### src/rtl/switch_pkg.sv
// Shared defaults and the table-entry record for the N-port switch.
// Build option: SWITCH_DROP_CNT_EN adds the unmatched-word counter.
package switch_pkg;
  localparam int SW_NUM_PORTS  = 8;
  localparam int SW_ADDR_W     = 32;
  localparam int SW_DATA_W     = 64;
  localparam int SW_FIFO_DEPTH = 4;
  localparam int SW_PORT_IDX_W = $clog2(SW_NUM_PORTS);

  // Field layout of one address/mask table entry at the default address width.
  typedef struct packed {
    logic [SW_ADDR_W-1:0] addr;
    logic [SW_ADDR_W-1:0] mask;
    logic                 en;
  } tbl_entry_t;
endpackage

### src/rtl/switch_fifo.sv
// Single-clock per-port output FIFO with full/empty flags and head data.
// A push while full is refused even if a pop happens in the same cycle.
module switch_fifo
  import switch_pkg::*;
#(
  parameter int DATA_WIDTH = SW_DATA_W,
  parameter int FIFO_DEPTH = SW_FIFO_DEPTH
)(
  input  logic                  clk,
  input  logic                  rst,
  input  logic                  push_i,
  input  logic [DATA_WIDTH-1:0] wdata_i,
  input  logic                  pop_i,
  output logic                  full_o,
  output logic                  empty_o,
  output logic [DATA_WIDTH-1:0] rdata_o
);
  localparam int PW = $clog2(FIFO_DEPTH);
  localparam int CW = PW + 1;

  logic [DATA_WIDTH-1:0] mem_q [FIFO_DEPTH];
  logic [PW-1:0]         wptr_q, rptr_q;
  logic [CW-1:0]         cnt_q, cnt_d;
  logic                  do_push, do_pop;

  assign full_o  = (cnt_q == CW'(FIFO_DEPTH));
  assign empty_o = (cnt_q == '0);
  assign do_push = push_i & ~full_o;
  assign do_pop  = pop_i & ~empty_o;
  assign rdata_o = empty_o ? '0 : mem_q[rptr_q];

  always_comb begin
    cnt_d = cnt_q;
    case ({do_push, do_pop})
      2'b10:   cnt_d = cnt_q + 1'b1;
      2'b01:   cnt_d = cnt_q - 1'b1;
      default: cnt_d = cnt_q;
    endcase
  end

  // Depth is a power of two, so pointers wrap by natural overflow.
  always_ff @(posedge clk) begin
    if (rst) begin
      wptr_q <= '0;
      rptr_q <= '0;
      cnt_q  <= '0;
    end else begin
      if (do_push) wptr_q <= wptr_q + 1'b1;
      if (do_pop)  rptr_q <= rptr_q + 1'b1;
      cnt_q <= cnt_d;
    end
  end

  always_ff @(posedge clk) begin
    if (do_push) mem_q[wptr_q] <= wdata_i;
  end
endmodule

### src/rtl/switch_router.sv
// N-port switch: address/mask match table, multicast push into per-port FIFOs.
// Build option: SWITCH_DROP_CNT_EN exposes drop_cnt (saturating unmatched-word count).
module switch_router
  import switch_pkg::*;
#(
  parameter int NUM_OF_PORTS     = SW_NUM_PORTS,
  parameter int PORT_ADDR_LENGTH = SW_ADDR_W,
  parameter int DATA_WIDTH       = SW_DATA_W,
  parameter int FIFO_DEPTH       = SW_FIFO_DEPTH
)(
  input  logic                               clk,
  input  logic                               rst,
  input  logic                               in_valid,
  output logic                               in_ready,
  input  logic [PORT_ADDR_LENGTH-1:0]        in_addr,
  input  logic [DATA_WIDTH-1:0]              in_data,
  input  logic                               cfg_we,
  input  logic [$clog2(NUM_OF_PORTS)-1:0]    cfg_port,
  input  logic [PORT_ADDR_LENGTH-1:0]        cfg_addr,
  input  logic [PORT_ADDR_LENGTH-1:0]        cfg_mask,
  input  logic                               cfg_en,
  output logic [NUM_OF_PORTS-1:0]            out_valid,
  input  logic [NUM_OF_PORTS-1:0]            out_ready,
  output logic [NUM_OF_PORTS*DATA_WIDTH-1:0] out_data
`ifdef SWITCH_DROP_CNT_EN
  ,
  output logic [31:0]                        drop_cnt
`endif
);
  localparam int IDX_W = $clog2(NUM_OF_PORTS);

  logic [NUM_OF_PORTS-1:0][PORT_ADDR_LENGTH-1:0] addr_q, mask_q;
  logic [NUM_OF_PORTS-1:0]                       en_q;
  logic [NUM_OF_PORTS-1:0]                       hit, full, empty, push;
  logic                                          accept;

  always_comb begin
    hit = '0;
    for (int p = 0; p < NUM_OF_PORTS; p++)
      hit[p] = en_q[p] & ((in_addr & mask_q[p]) == (addr_q[p] & mask_q[p]));
  end

  // Stall only when some matching port is full; unmatched traffic always drains.
  assign in_ready  = &(~hit | ~full);
  assign accept    = in_valid & in_ready;
  assign push      = {NUM_OF_PORTS{accept}} & hit;
  assign out_valid = ~empty;

  // Out-of-range cfg_port matches no index and is ignored.
  always_ff @(posedge clk) begin
    if (rst) begin
      addr_q <= '0;
      mask_q <= '0;
      en_q   <= '0;
    end else if (cfg_we) begin
      for (int p = 0; p < NUM_OF_PORTS; p++) begin
        if (cfg_port == IDX_W'(p)) begin
          addr_q[p] <= cfg_addr;
          mask_q[p] <= cfg_mask;
          en_q[p]   <= cfg_en;
        end
      end
    end
  end

  for (genvar p = 0; p < NUM_OF_PORTS; p++) begin : g_port
    switch_fifo #(
      .DATA_WIDTH (DATA_WIDTH),
      .FIFO_DEPTH (FIFO_DEPTH)
    ) u_fifo (
      .clk     (clk),
      .rst     (rst),
      .push_i  (push[p]),
      .wdata_i (in_data),
      .pop_i   (out_ready[p]),
      .full_o  (full[p]),
      .empty_o (empty[p]),
      .rdata_o (out_data[p*DATA_WIDTH +: DATA_WIDTH])
    );
  end

`ifdef SWITCH_DROP_CNT_EN
  logic [31:0] drop_q, drop_d;

  always_comb begin
    drop_d = drop_q;
    if (accept && (hit == '0) && (drop_q != 32'hFFFF_FFFF)) drop_d = drop_q + 32'd1;
  end

  always_ff @(posedge clk) begin
    if (rst) drop_q <= '0;
    else     drop_q <= drop_d;
  end

  assign drop_cnt = drop_q;
`endif
endmodule

### config.mk
export PLATFORM = sky130hd
export DESIGN_NAME = switch_router
export DESIGN_NICKNAME = d
export VERILOG_FILES = /design/src/rtl/switch_pkg.sv /design/src/rtl/switch_fifo.sv /design/src/rtl/switch_router.sv
export SDC_FILE = /design/constraint.sdc
export NUM_CORES = 2
export LEC_CHECK = 0
export ABC_CLOCK_PERIOD_IN_PS = 4230
export CAP_MARGIN = 20
export CORE_AREA = 2 2 444 446
export CTS_CLUSTER_DIAMETER = 150
export CTS_CLUSTER_SIZE = 16
export DETAILED_ROUTE_END_ITERATION = 8
export DIE_AREA = 0 0 446 448
export GPL_TIMING_DRIVEN = 0
export PLACE_DENSITY = 0.75
export SETUP_SLACK_MARGIN = 0.15
export SLEW_MARGIN = 5
export SYNTH_ARGS = -nofsm -noshare
export SYNTH_HDL_FRONTEND = slang
export SYNTH_SLANG_ARGS = --single-unit
### constraint.sdc
create_clock -name clk -period 4.23 [get_ports clk]
set_input_delay 1.0575 -clock clk [delete_from_list [all_inputs] [get_ports clk]]
set_output_delay 1.0575 -clock clk [all_outputs]
set_load 0.05 [all_outputs]
==> flow_metrics.py <==
metrics = {
    "final_layout": {
        "area_growth_pct": 16.9,
        "multi_input_area_um2": 27400,
        "fin_area_um2": 120000,
        "seq_area_um2": 73400,
        "layout_common_cells": "edfxtp_1, nand2_1, dfxtp_1, a21oi_1, and2_1",
        "mostFrequentLayoutCell": "edfxtp_1",
        "layout.nets": 7604,
        "drive_above_1_share_pct": 20.6,
        "fillers": 14000,
    },
    "placed_design": {
        "portBuffers": 595,
        "dp_hpwl_um": 219000,
        "place_ws_ps": -1410,
        "gp_congestion": 0.988,
        "placed_cell_area_um2": 114000,
    },
    "worst_setup_path": {
        "path_max_fanout": 10,
        "arrival_ps": 3140,
        "cp-end-kind": "output pin",
        "path_class": "input port to output pin",
        "cp-start-kind": "input port",
        "cp.required_ps": 3170,
    },
    "yosys": {
        "seq_area_frac_synth_pct": 71.4,
        "yosys_register_bits": 2640,
        "yosys_warnings": 0,
        "syn_inst": 6485,
        "syn_avg_cell_area_um2": 15.8,
        "async_flop_share_pct": 0,
        "synth-edff-count": 2048,
        "synth_area_um2": 103000,
        "ys.flop_type": "edfxtp_1",
        "ys_types": 45,
        "syn-num-nets": 6709,
    },
    "floorplan": {
        "die_area_um2": 200000,
        "rows": 162,
        "core_um2": 195000,
        "num_io_pins": 697,
        "start_util_pct": 52.8,
        "die-height_um": 448,
        "die_w_um": 446,
    },
    "global_routing": {
        "grt_antenna_before_repair": 21,
        "grt_use_total_pct": 32.6,
        "grt_pass1_wl_um": 450000,
        "grt_max_degree": 52,
        "overflow": 0,
        "grt_pass1_vias": 60200,
    },
    "sta": {
        "period_needed_ps": 4200,
        "min_period_over_period_pct": 99.3,
        "finClkSkew_ps": 74.4,
        "finalMaxSlewViolations": 0,
        "relSlewSlack_pct": 32.2,
        "setup_violations": 0,
        "worst_slack_ps": 29.8,
        "rsz0062_at_grt": "true",
        "fmax_mhz": 238,
        "hold_violations": 0,
        "worst_pin_slew_ps": 1010,
    },
    "clock_tree": {
        "clock_latency_ps": 870,
        "cts_tree": "done",
        "cts-root-buf": "clkbuf_16",
        "htree_levels": 4,
        "numCtsBuffers": 182,
        "clkSlewWorstSetupHoldPaths_ps": 70,
        "cts_sinks": 2640,
        "cts_max_path_buffers": 3,
    },
    "routing": {
        "wirelength_um": 330000,
        "wl_met3_um": 33400,
        "num_vias": 61600,
        "route.met2.wl_um": 154000,
        "drt.antenna.violating_nets": 0,
        "drc": 0,
        "first_pass_iters": 8,
        "wire_per_inst_um": 33.1,
        "viasPerCell": 6.17,
        "drt_iter0_markers": 8053,
        "routedLengthMet1_um": 112000,
        "top_layer": "met5",
    },
    "pwr": {
        "totalPowerFinal_mw": 47.4,
        "power_per_cell_area_nw_per_um2": 394,
        "peakVddDrop_mv": 0.492,
        "p_leak_nw": 39.5,
    },
    "flow_run": {
        "maxCapViolCount": 0,
    },
    "hold_path": {
        "min_path_type": "flop to flop",
    },
    "outcome": {
        "status": "finished clean",
    },
}
-- synth_stat cells, types with 3 or more instances --
master | n | area (um^2)
edfxtp_1 | 2048 | 61500
nand2_1 | 1063 | 3990
dfxtp_1 | 592 | 11900
a21oi_1 | 545 | 2730
and2_1 | 520 | 3250
mux4_2 | 512 | 11500
xor2_1 | 277 | 2430
clkbuf_1 | 268 | 1010
a22oi_1 | 102 | 766
buf_4 | 84 | 631
nor2_1 | 65 | 244
buf_2 | 57 | 285
inv_1 | 56 | 210
ha_1 | 40 | 500
and3_1 | 38 | 238
buf_1 | 32 | 120
nand4_1 | 31 | 194
o21ai_0 | 24 | 120
nand3_1 | 17 | 85.1
or3_1 | 16 | 100
nor3_1 | 11 | 55.1
fa_1 | 8 | 160
xnor2_1 | 8 | 70.1
a21oi_2 | 7 | 61.3
nand3_2 | 7 | 70.1
a222oi_1 | 6 | 60.1
a22o_1 | 6 | 52.6
buf_6 | 6 | 67.6
a221oi_1 | 4 | 35.0
and4_1 | 4 | 35.0
nand4b_1 | 4 | 35.0
nor2b_1 | 4 | 25.0
a32oi_2 | 3 | 48.8
clkbuf_2 | 3 | 15.0
nand2b_1 | 3 | 18.8
xor2_2 | 3 | 48.8
-- power by group --
part / switching (mW) / internal (mW) / total (mW)
Clock: 8.66 / 7.92 / 16.6
Combinational: 1.92 / 0.773 / 2.69
Sequential: 0.0789 / 28.0 / 28.1
Total: 10.7 / 36.7 / 47.4
-- worst max-delay path, cell delays in order --
cell and delay [ps]:
buf_4 290, xor2_1 120, a222oi_1 510, and3_2 400, a32oi_2 180, nand4_4 170
inv_4 60, buf_4 170, buf_6 160
-- logic make-up (layout without fill, tap and decap cells) --
kind of cell	count (synthesis)	after routing	share of synthesized area (%)
adder cells (fa/ha/maj)	48	48	0.643
AO/OA/AOI/OAI	702	702	3.82
multiplexers	512	512	11.2
XOR/XNOR	288	288	2.48
other	0	13	0
buffers and inverters	509	1447	2.31
AND/OR/NAND/NOR	1786	1786	8.16
flip-flops	2640	2640	71.4
-- state kept, by name, indices dropped and copies added, names as in the netlist, named ones only --
signal	flops
addr_q	256
en_q	8
g_port.u_fifo.rptr_q	16
g_port.u_fifo.cnt_q	24
mask_q	256
g_port.u_fifo.wptr_q	16
g_port.u_fifo.mem_q	2048
-- per-layer routing --
metal | global-route usage [%] | vias up
met5 | 0 | -
met1 | 39.0 | 31200
met4 | 25.1 | 14
li1 | - | 25600
met2 | 51.1 | 3845
met3 | 8.21 | 982
-- path summary, 6_finish.rpt --
| path | from | end | slack, ps | cells past startpoint |
|---|---|---|---|---|
| worst max-delay path | in_addr[0] | in_ready | 30 | 9 |
| worst min-delay path | mask_q[40] | mask_q[40] | 460 | 2 |
| worst max register to register | addr_q[81] | g_port[6].u_fifo.cnt_q[2] | 540 | 16 |
| worst min register to register | mask_q[40] | mask_q[40] | 460 | 2 |
-- final cells by class --
cell class,count,area share (%)
clock buffer,215,3.95
clock inverter,12,0.225
antenna,13,0.0271
buffer,452,2.32
sequential,2640,61.1
inverter,57,0.180
timing repair buffer,711,6.81
tap,2542,2.65
multi-input combinational,3336,22.8
-- metrics by stage --
| step | util [%] | std cells | hold WS [ps] | TNS, ps |
|---|---|---|---|---|
| final | 61.7 | 9978 | 458 | 0 |
| after global routing | 61.7 | 9970 | 470 | 0 |
| after CTS | 61.4 | 9922 | 456 | -60.2 |
| after detailed placement | 58.5 | 9694 | 446 | -1060660 |
| after global placement | 57.5 | 9622 | 440 | -3050510 |
| after floorplan | - | 6485 | 432 | 0 |
-- what timing repair did --
item                                     CTS  global route
pin swaps                                  3             9
gates resized for setup                 1454           189
endpoints found under the setup margin   539           124
setup buffers                              1             7
hold buffers                               0             0
Power figures use the tool's default switching activity.
